`config.mk`:
```
export PLATFORM = sky130hd
export DESIGN_NAME = simmem_release_scheduler
export DESIGN_NICKNAME = d
export VERILOG_FILES = /design/src/rtl/simmem_release_scheduler.sv
export SDC_FILE = /design/constraint.sdc
export NUM_CORES = 1
export LEC_CHECK = 0
export CORE_ASPECT_RATIO = 0.7
export CORE_MARGIN = 4
export CORE_UTILIZATION = 25
export CTS_CLUSTER_SIZE = 20
export DETAILED_ROUTE_END_ITERATION = 10
export HOLD_SLACK_MARGIN = 0.06
export PLACE_DENSITY = 0.43
export SYNTH_ARGS = -nofsm -noshare
export SYNTH_HDL_FRONTEND = slang
export SYNTH_SLANG_ARGS = --single-unit
```
`constraint.sdc`:
```
create_clock -name clk_i -period 6.1 [get_ports clk_i]
set_input_delay 1.22 -clock clk_i [delete_from_list [all_inputs] [get_ports clk_i]]
set_output_delay 1.22 -clock clk_i [all_outputs]
set_load 0.03 [all_outputs]
```
`src/rtl/simmem_release_scheduler.sv`:
```
// Per-slot release scheduler for one response bank of the simulated memory
// controller. A (slot, delay) request is accepted into an idle slot, the
// delay is counted down, and the slot's release-enable bit is held high
// until the bank reports that slot released.
module simmem_release_scheduler #(
  parameter int NumSlots = 8,
  parameter int DelayW   = 8,
  parameter int IidW     = $clog2(NumSlots)
) (
  input  logic                clk_i,
  input  logic                rst_i,
  input  logic                sched_valid_i,
  output logic                sched_ready_o,
  input  logic [IidW-1:0]     sched_iid_i,
  input  logic [DelayW-1:0]   sched_delay_i,
  output logic [NumSlots-1:0] release_en_o,
  input  logic [NumSlots-1:0] released_addr_onehot_i,
  output logic [IidW:0]       num_pending_o,
  output logic                err_o
);

  localparam int CntW = IidW + 1;

  typedef enum logic [1:0] {
    ST_IDLE     = 2'd0,
    ST_COUNTING = 2'd1,
    ST_ARMED    = 2'd2
  } slot_state_e;

  slot_state_e       slot_state [NumSlots];
  logic [DelayW-1:0] slot_cnt   [NumSlots];

  logic                accept;
  logic [NumSlots-1:0] accept_vec;
  logic [NumSlots-1:0] armed_vec;
  logic [NumSlots-1:0] release_hit;
  logic                bad_release;
  logic [CntW-1:0]     release_cnt;

  // Number of set bits in a slot vector, sized to hold NumSlots.
  function automatic logic [CntW-1:0] popcount(input logic [NumSlots-1:0] v);
    logic [CntW-1:0] sum;
    sum = '0;
    for (int i = 0; i < NumSlots; i++) begin
      sum = sum + CntW'(v[i]);
    end
    return sum;
  endfunction

  // Ready reflects the addressed slot being idle; iids that match no slot
  // are never ready, so they can never be accepted.
  always_comb begin
    sched_ready_o = 1'b0;
    for (int i = 0; i < NumSlots; i++) begin
      if (sched_iid_i == IidW'(i)) begin
        sched_ready_o = (slot_state[i] == ST_IDLE);
      end
    end
  end

  assign accept = sched_valid_i && sched_ready_o;

  // Decode accept per slot and classify bank releases as legal or stray.
  always_comb begin
    accept_vec = '0;
    armed_vec  = '0;
    for (int i = 0; i < NumSlots; i++) begin
      accept_vec[i] = accept && (sched_iid_i == IidW'(i));
      armed_vec[i]  = (slot_state[i] == ST_ARMED);
    end
    release_hit = armed_vec & released_addr_onehot_i;
    bad_release = |(released_addr_onehot_i & ~armed_vec);
    release_cnt = popcount(release_hit);
  end

  assign release_en_o = armed_vec;

  // Per-slot lifecycle: idle -> (counting) -> armed -> idle on bank release.
  always_ff @(posedge clk_i or posedge rst_i) begin
    if (rst_i) begin
      for (int i = 0; i < NumSlots; i++) begin
        slot_state[i] <= ST_IDLE;
        slot_cnt[i]   <= '0;
      end
    end else begin
      for (int i = 0; i < NumSlots; i++) begin
        case (slot_state[i])
          ST_IDLE: begin
            if (accept_vec[i]) begin
              if (sched_delay_i == '0) begin
                slot_state[i] <= ST_ARMED;
              end else begin
                slot_state[i] <= ST_COUNTING;
                slot_cnt[i]   <= sched_delay_i - DelayW'(1);
              end
            end
          end
          ST_COUNTING: begin
            if (slot_cnt[i] == '0) begin
              slot_state[i] <= ST_ARMED;
            end else begin
              slot_cnt[i] <= slot_cnt[i] - DelayW'(1);
            end
          end
          ST_ARMED: begin
            if (released_addr_onehot_i[i]) begin
              slot_state[i] <= ST_IDLE;
            end
          end
          default: begin
            slot_state[i] <= ST_IDLE;
          end
        endcase
      end
    end
  end

  // Pending count tracks accepts in and legal releases out; stray releases
  // latch the sticky error flag.
  always_ff @(posedge clk_i or posedge rst_i) begin
    if (rst_i) begin
      num_pending_o <= '0;
      err_o         <= 1'b0;
    end else begin
      num_pending_o <= num_pending_o + CntW'(accept) - release_cnt;
      err_o         <= err_o | bad_release;
    end
  end

endmodule

```
==> results of run 1 <==
## per-layer routing
| metal | global-route usage | part of all wire | wire length (um) | vias to the layer above |
|---|---|---|---|---|
| met2 | 0.202 | 0.42 | 7190 | 106 |
| li1 | - | - | - | 2408 |
| met4 | 0.0324 | 0.015 | 250 | 0 |
| met1 | 0.205 | 0.51 | 8620 | 2423 |
| met3 | 0.0348 | 0.058 | 981 | 22 |
| met5 | 0 | 0 | 0 | - |
## sequential cells by signal (all words and copies together) (netlist names)
signal	count
err_o	1
slot_state	16
num_pending_o	4
slot_cnt	64
## synth_stat cells, drive strengths merged (5+ instances only)
cell / n
o211ai: 6
xor2: 5
ha: 24
clkbuf: 16
nor3b: 6
fa: 6
a31oi: 5
nor4: 7
a22o: 16
nand4: 5
nor2: 36
o21ai: 61
nor3: 24
buf: 9
dfrtp: 85
a21oi: 61
nand2: 61
nor2b: 12
o22ai: 21
and2: 8
nand2b: 27
xnor2: 8
nand3: 18
inv: 44
o31ai: 6
## stage by stage
stage                     power [mW]  instance area (um^2)
after CTS                       3.18                  6550
after floorplan                 2.17                  5590
after detailed placement        2.58                  6250
after global placement          2.54                  6250
final                           3.15                  6550
after global routing            3.45                  6550
## layout by cell type (no fill, tap or decap), types with 7 or more instances in the layout
cell	instances
o22ai_1	21
a21oi_1	60
nor3_1	23
xnor2_1	8
nand3_1	18
buf_4	9
clkbuf_16	9
ha_1	24
inv_1	43
nor4_1	7
and2_1	8
o21ai_0	59
nor2b_1	12
a22o_1	16
nand2b_1	27
nand2_1	61
clkdlybuf4s50_1	35
dfrtp_1	85
nor2_1	36
## kinds of logic (layout without fill, tap and decap cells)
logic type,after synthesis,count (layout)
compound gates,215,215
buf+inv,69,103
simple gates,230,230
mux,4,4
xor+xnor,13,13
fa+ha+maj,30,30
flops,85,85
## path summary, 6_finish.rpt
check | from | to | slack [ps] | cells past startpoint
setup / recovery | sched_iid_i[0] | sched_ready_o | 1250 | 6
hold / removal | err_o | err_o | 510 | 2
setup reg to reg | slot_state[14] | num_pending_o[3] | 2330 | 12
hold reg to reg | err_o | err_o | 510 | 2
max in group asynchronous | rst_i | slot_cnt[56] | 3670 | 3
min in group asynchronous | rst_i | slot_cnt[44] | 1210 | 2
## power breakdown
part           internal, mW  switching, mW  leakage [nW]
clock                 0.336          0.233         0.147
combinational         0.603          0.869          1.53
sequential            0.832          0.281         0.998
## worst max-delay path, cell delays in order
cell	delay, ps
clkdlybuf4s50_1	740
nor4b_1	490
nor2_1	160
nand3_1	150
mux2_2	190
clkdlybuf4s50_1	670
## layout make-up
type,instances,area [um^2],share of cell area
Multi-Input combinational cell,492,3180,0.486
Sequential cell,85,2130,0.325
Timing Repair Buffer,44,418,0.0638
Tap cell,282,353,0.0539
Clock buffer,11,253,0.0386
Inverter,44,166,0.0254
Clock inverter,4,47.5,0.00726
==> impl_metrics.ini, run 1 <==
[status]
run_status = finished clean

[sta]
setup_tns_ps = 0
tightest_slew_ps = 1070
clock_skew_ps = 3.98
timing.final.ws_setup_ps = 1250
hold_viol_final = 0
rsz0062_at_grt = false
finalMaxSlewViolations = 0
final.period_utilization = 0.795
fin_crit_ps = 4850
whs_ps = 514
slew_headroom = 0.285
max_freq_mhz = 206
setup_violations = 0

[placement]
hpwl_mm = 12.6
dp_cells = 947
portBuffers = 35
pre_cts_ws_ps = 1340
place_congestion = 0.838

[floorplanning]
fp.coreArea_um2 = 21800
dieArea_um2 = 24900
rows = 45
die_y_um = 133
die_x_um = 187
ios = 36
start_util = 0.256

[logic_synthesis]
synthMuxAreaShare = 0.00784
synthXorXnorAreaFrac = 0.0204
synth-seq-cells = 85
ys_seq_area_frac = 0.381
synth.distinct_cells = 68
synth_top_area_share = 0.381
synth-simple-area-share = 0.221
synth_top_family_by_area = compound AO/OA/AOI/OAI gates
syn_nets = 698
synthesis.area_um2 = 5590
async_flop_share = 1.00
ys_top_cells_by_area = dfrtp_1 (38%), a21oi_1 (5.4%), ha_1 (5.4%)
netlist_instances = 646
yosysTopAreaCell = dfrtp_1
synth-edff-count = 0
yosys_warnings = 0
syn_avg_cell_area_um2 = 8.65
synthAdderAreaFrac = 0.0752
synth_flop_cell = dfrtp_1
synth_compound_area_frac = 0.245

[clock_network]
cts_resized = 0
ctsHoldBuffers = 0
clk_pin_slew_ps = 60
cts.path.max_buffers = 2
cts_sinks = 85
cts_tree = built
cts_root_buffer = clkbuf_16
clk_latency_ps = 350
cts_buffers = 9
cts_setup_buffers = 0
cts.htree.levels = 3

[finish]
area_growth_pct = 17.1
nFillCells = 2306
drive_above_1_share = 0.0647
final_cells = 962
fin_util = 0.300
n_antenna_cell = 0
fin_nets = 728

[global_route]
grt_usage = 0.138
antenna_found_initial = 1
grt_overflow_total = 0
grt_max_degree = 62
grt_pass1_wl_mm = 27.1
grt_pass1_vias = 4736

[worst_setup_path]
worstSetupPathType = in2out
cp.required_ps = 4880
start_kind = input port
worstSetupEndpointType = output pin
cp.arrival_ps = 3630
path_max_fanout = 13

[routing]
routed_wl_mm = 17.1
drt-initial-drc-count = 491
viasPerCell = 5.15
num_vias = 4959
ant_nets = 0
wl_per_cell_um = 17.7
drc = 0
dr.pass1.iters = 7

[pwr]
leakage_nw = 2.68
p_per_area_nw_per_um2 = 482
peakVddDrop_mv = 0.143

[worst_hold_path]
min_path_type = reg2reg

[run]
cap_violations = 0
Power figures use the tool's default switching activity.
==> inputs of run 2 (changes only) <==
--- a/config.mk
+++ b/config.mk
@@ -11,7 +11,7 @@
 export CTS_CLUSTER_SIZE = 20
 export DETAILED_ROUTE_END_ITERATION = 10
 export HOLD_SLACK_MARGIN = 0.06
-export PLACE_DENSITY = 0.43
+export PLACE_DENSITY = 0.45
 export SYNTH_ARGS = -nofsm -noshare
 export SYNTH_HDL_FRONTEND = slang
 export SYNTH_SLANG_ARGS = --single-unit
==> constraint.sdc (replaced) <==
create_clock -name clk_i -period 4 [get_ports clk_i]
set_input_delay 0.8 -clock clk_i [delete_from_list [all_inputs] [get_ports clk_i]]
set_output_delay 0.8 -clock clk_i [all_outputs]
set_load 0.03 [all_outputs]
==> run 2 against run 1 <==
Effect of this change:
- clock power grew 45%
- setup slack lost 1100 ps
- utilization grew 0.59 points
- sequential share of layout area shrank 0.63 points
- sequential cell count is the same
- clock-buffer cell count shrank 2
- total power grew 52%
- die area is the same
- design area grew 2.0%
- critical path depth grew 1
- highest routed layer unchanged
- wire length is essentially flat
==> impl_metrics.ini, run 2 (same netlist as run 1, synthesis figures left out) <==
[clock_network]
cts.htree.levels = 3
cts_setup_buffers = 0
cts.path.max_buffers = 2
cts_tree = built
cts_buffers = 9
cts_sinks = 85
clk_latency_ps = 340
cts_resized = 0
cts_root_buffer = clkbuf_16
clk_pin_slew_ps = 50
ctsHoldBuffers = 0

[pwr]
leakage_nw = 2.77
peakVddDrop_mv = 0.298
power_mw = 4.78
p_per_area_nw_per_um2 = 716

[placement]
portBuffers = 35
hpwl_mm = 12.7
dp_cells = 965
place_congestion = 0.811
placed_area_um2 = 6390

[finish]
final_cell_mix = dfrtp_1 (85), nand2_1 (61), a21oi_1 (60), o21ai_0 (59), inv_1 (43)
largest_reg_flops = 64
nFillCells = 2316
top_register = slot_cnt
reg_top3 = slot_cnt (64), slot_state (16), num_pending_o (4)
fin_nets = 746
final_common_cell = dfrtp_1
final_cells = 979
final_cell_area_um2 = 6680
n_antenna_cell = 0
area_growth_pct = 19.5
drive_above_1_share = 0.0875

[routing]
drc = 0
ant_nets = 0
dr.pass1.iters = 7
routed_wl_mm = 17.1
wl_per_cell_um = 17.4
viasPerCell = 5.14
drt-initial-drc-count = 515
num_vias = 5029

[worst_setup_path]
cp.required_ps = 3200
slowest_delay_ps = 670
start_kind = input port
crit_chain = clkdlybuf4s50_1 > buf_4 > nor4b_1 > nor2_1 > nand3_1 > mux2_2 > clkdlybuf4s50_1
worstSetupEndpointType = output pin
worstReg2RegEnd = num_pending_o[3]
cpMostUsedCell = clkdlybuf4s50_1
cp.arrival_ps = 3070
slowest_stage = clkdlybuf4s50_1
reg2regPathDepth = 13
worstSetupPathType = in2out
timing.rr.start = slot_state[4]
path_max_fanout = 11
rrSetupSlack_ps = 360

[worst_hold_path]
hold_depth = 1
worst_hold_startpoint = slot_cnt[16]
min_path_type = reg2reg
min_to = slot_cnt[16]

[global_route]
grt_pass1_vias = 4958
grt_overflow_total = 0
grt_max_degree = 57
grt_usage = 0.139
antenna_found_initial = 0
grt_pass1_wl_mm = 27.8

[sta]
setup_violations = 0
finalMaxSlewViolations = 0
tightest_slew_ps = 1090
whs_ps = 511
slew_headroom = 0.267
clock_skew_ps = 10.4
hold_viol_final = 0
max_freq_mhz = 258
rsz0062_at_grt = false
final.period_utilization = 0.968
fin_crit_ps = 3870

[status]
run_status = finished clean

[floorplanning]
fp.coreArea_um2 = 21800
ios = 36
dieArea_um2 = 24900
start_util = 0.256
rows = 45
die_y_um = 133
die_x_um = 187

[run]
cap_violations = 0
## run 2: changes by cell type in the layout (fill, tap and decap cells not counted), sizes merged
cell           previous run  this run
clkinvlp                  1         0
clkinv                    3         5
clkdlybuf4s50            35        34
clkbuf                   11         9
buf                       9        27
dlymetal6s2s              0         1
## run 2: worst max path at each step
stage / depth (start not counted) / to / startpoint
2_1_floorplan: 12 / num_pending_o[3] / slot_state[6]
3_3_place_gp: 11 / num_pending_o[3] / released_addr_onehot_i[0]
3_5_place_dp: 11 / num_pending_o[3] / released_addr_onehot_i[0]
4_1_cts: 6 / sched_ready_o / sched_iid_i[1]
5_1_grt: 6 / sched_ready_o / sched_iid_i[0]
6_report: 7 / sched_ready_o / sched_iid_i[0]
## run 2: metrics by stage
step / util / setup slack [ps] / TNS, ps
detailed placement: 0.293 / -252 / -329
global route: 0.306 / 4.74 / 0
floorplan: - / 203 / 0
finish: 0.306 / 128 / 0
global placement: 0.293 / -204 / -226
CTS: 0.305 / 114 / 0
## run 2: area by class of cell
cell class | count | area [um^2] | share of cell area
multi-input cells | 492 | 3180 | 0.477
flip-flops and latches | 85 | 2130 | 0.319
repair buffers | 62 | 568 | 0.0851
well taps | 282 | 353 | 0.0528
clock buffers | 9 | 225 | 0.0337
inverters | 44 | 166 | 0.0249
clock inverters | 5 | 53.8 | 0.00806
## run 2: metal layers
metal	global-route usage	wire length [um]	vias up
li1	-	-	2437
met1	0.211	8960	2448
met2	0.206	7210	130
met3	0.0254	661	14
met4	0.0308	227	0
met5	0	0	-
## run 2: critical path, delay by kind of cell
family / cells / cell delay (ps)
mux: 1 / 190
simple gates: 3 / 510
buf+inv: 3 / 1560
## run 2: power breakdown
part           switching, mW  internal (mW)  total, mW
registers              0.401           1.27       1.67
clock network          0.352          0.475      0.827
logic                   1.34          0.941       2.28
total                   2.09           2.69       4.78
==> inputs of run 3 (changes only) <==
--- a/config.mk
+++ b/config.mk
@@ -6,7 +6,7 @@
 export NUM_CORES = 1
 export LEC_CHECK = 0
 export CORE_ASPECT_RATIO = 0.7
-export CORE_MARGIN = 4
+export CORE_MARGIN = 2
 export CORE_UTILIZATION = 25
 export CTS_CLUSTER_SIZE = 20
 export DETAILED_ROUTE_END_ITERATION = 10
==> run 3 against run 2 <==
Effect of this change:
- via count is 1.3% higher
- sequential power hardly changed
- total power is 4.3% higher
- utilization is 0.41 points higher
- clock-buffer cell count is 2 higher
- worst hold slack worse by 8.4 ps
- critical path depth is 1 lower
- global-route usage is 1.0 points higher
- sequential share of layout area is 0.34 points lower
- register-to-register slack better by 20 ps
- critical path type unchanged
- wire length hardly changed
==> impl_metrics.ini, run 3 (same netlist as run 1, synthesis figures left out) <==
[status]
run_status = finished clean

[routing]
wl_per_cell_um = 17.4
routed_wl_mm = 17.0
drt-initial-drc-count = 440
num_vias = 5093
dr.pass1.iters = 4
ant_nets = 0
viasPerCell = 5.19
drc = 0

[clock_network]
clk_pin_slew_ps = 60
ctsHoldBuffers = 0
cts.path.max_buffers = 2
cts.htree.levels = 3
clk_latency_ps = 350
cts_root_buffer = clkbuf_16
cts_setup_buffers = 0
cts_buffers = 9
cts_sinks = 85
cts_tree = built
cts_resized = 0

[finish]
area_growth_pct = 20.8
reg_top3 = slot_cnt (64), slot_state (16), num_pending_o (4)
drive_above_1_share = 0.0888
final_common_cell = dfrtp_1
largest_reg_flops = 64
final_cell_mix = dfrtp_1 (85), nand2_1 (61), a21oi_1 (60), o21ai_0 (59), inv_1 (43)
fin_nets = 745
top_register = slot_cnt

[placement]
hpwl_mm = 12.5
portBuffers = 35
pre_cts_ws_ps = -263
place_congestion = 0.835

[worst_setup_path]
cpMostUsedCell = clkdlybuf4s50_1
path_buf_inv = 2
slowest_delay_ps = 750
path_max_fanout = 12
crit_chain = clkdlybuf4s50_1 > nand2_1 > or3_1 > nand3_1 > mux2_2 > clkdlybuf4s50_1
worstSetupPathType = in2out
start_kind = input port
cpLargestDelayFamily = buffers and inverters
slowest_stage = clkdlybuf4s50_1
worstSetupEndpointType = output pin
cp.required_ps = 3200
cp.arrival_ps = 3070

[floorplanning]
fp.coreArea_um2 = 21800
rows = 45
start_util = 0.257
ios = 36
die_y_um = 129
die_x_um = 183
dieArea_um2 = 23600

[global_route]
grt_pass1_wl_mm = 27.2
grt_use_met3 = 0.0284
grt-busiest-layer = met2
grt_usage = 0.149
grtUsageMet1 = 0.219
grtUsageMet2 = 0.227
grt_overflow_total = 0
grt_pass1_vias = 4959
antenna_found_initial = 0
grt_max_degree = 51

[pwr]
intPower_mw = 2.86
comb_power_share = 0.465
peakVddDrop_mv = 0.298
power_mw = 4.98
power.share.switching = 0.426
p_clk_frac = 0.203
p_per_area_nw_per_um2 = 739
pwr-share-seq = 0.332
leakage_nw = 2.79
switchingPower_mw = 2.12

[worst_hold_path]
min_path_type = reg2reg

[sta]
tightest_slew_ps = 1230
clock_skew_ps = 10.5
fin_crit_ps = 3870
hold_viol_final = 0
final.period_utilization = 0.968
finalMaxSlewViolations = 0
rsz0062_at_grt = false
setup_violations = 0
max_freq_mhz = 258
slew_headroom = 0.178
timing.final.ws_setup_ps = 129

[run]
cap_violations = 0
-- run 3: changes by cell type in the layout (fill, tap and decap cells not counted), sizes merged --
| cell | before | now |
|---|---|---|
| bufinv | 1 | 3 |
| clkinvlp | 0 | 1 |
| clkinv | 5 | 2 |
| dlymetal6s2s | 1 | 0 |
| diode | 0 | 1 |
| buf | 27 | 26 |
| clkbuf | 9 | 11 |
| clkdlybuf4s50 | 34 | 35 |
-- run 3: layout make-up --
type / count / area [um^2]
clock inverter: 5 / 106
inverter: 44 / 166
tap: 282 / 353
multi-input combinational: 492 / 3180
sequential: 85 / 2130
clock buffer: 11 / 253
antenna: 1 / 2.50
fill: 2246 / 15000
timing repair buffer: 61 / 558
-- run 3: final timing paths --
| kind | endpoint | depth (start not counted) | from | slack [ps] |
|---|---|---|---|---|
| setup / recovery | sched_ready_o | 6 | sched_iid_i[1] | 130 |
| hold / removal | err_o | 2 | err_o | 500 |
| setup reg to reg | num_pending_o[3] | 13 | slot_state[2] | 380 |
| hold reg to reg | err_o | 2 | err_o | 500 |
| max in group asynchronous | slot_cnt[2] | 3 | rst_i | 2420 |
| min in group asynchronous | slot_cnt[35] | 2 | rst_i | 860 |
-- run 3: power by group through the flow --
stage                     Sequential [mW]  Clock, mW  Combinational [mW]
final                                1.65       1.01                2.32
after global routing                 1.71       1.08                2.65
after CTS                            1.64       1.04                2.32
after detailed placement             1.65          0                2.31
after global placement               1.64          0                2.24
after floorplan                      1.60          0                1.71
-- run 3: layer usage --
metal / part of all wire / routed length (um)
met4: 0.0090 / 153
met5: 0 / 0
met2: 0.43 / 7320
met3: 0.033 / 569
met1: 0.53 / 9010
-- run 3: tightest hold or removal path, stage by stage, from the launching register on --
cell and delay (ps):
dfrtp_1 360, a21oi_1 50, nand3_1 60
-- run 3: per-stage QoR --
| step | area (um^2) | setup TNS (ps) | utilization | hold WS, ps | cells |
|---|---|---|---|---|---|
| 3_5_place_dp | 6390 | -339 | 0.293 | 496 | 964 |
| 6_report | 6750 | 0 | 0.310 | 503 | 981 |
| 2_1_floorplan | 5590 | 0 | - | 467 | 646 |
| 5_1_grt | 6750 | 0 | 0.310 | 539 | 980 |
| 4_1_cts | 6750 | 0 | 0.310 | 508 | 980 |
| 3_3_place_gp | 6390 | -233 | 0.293 | 488 | 964 |
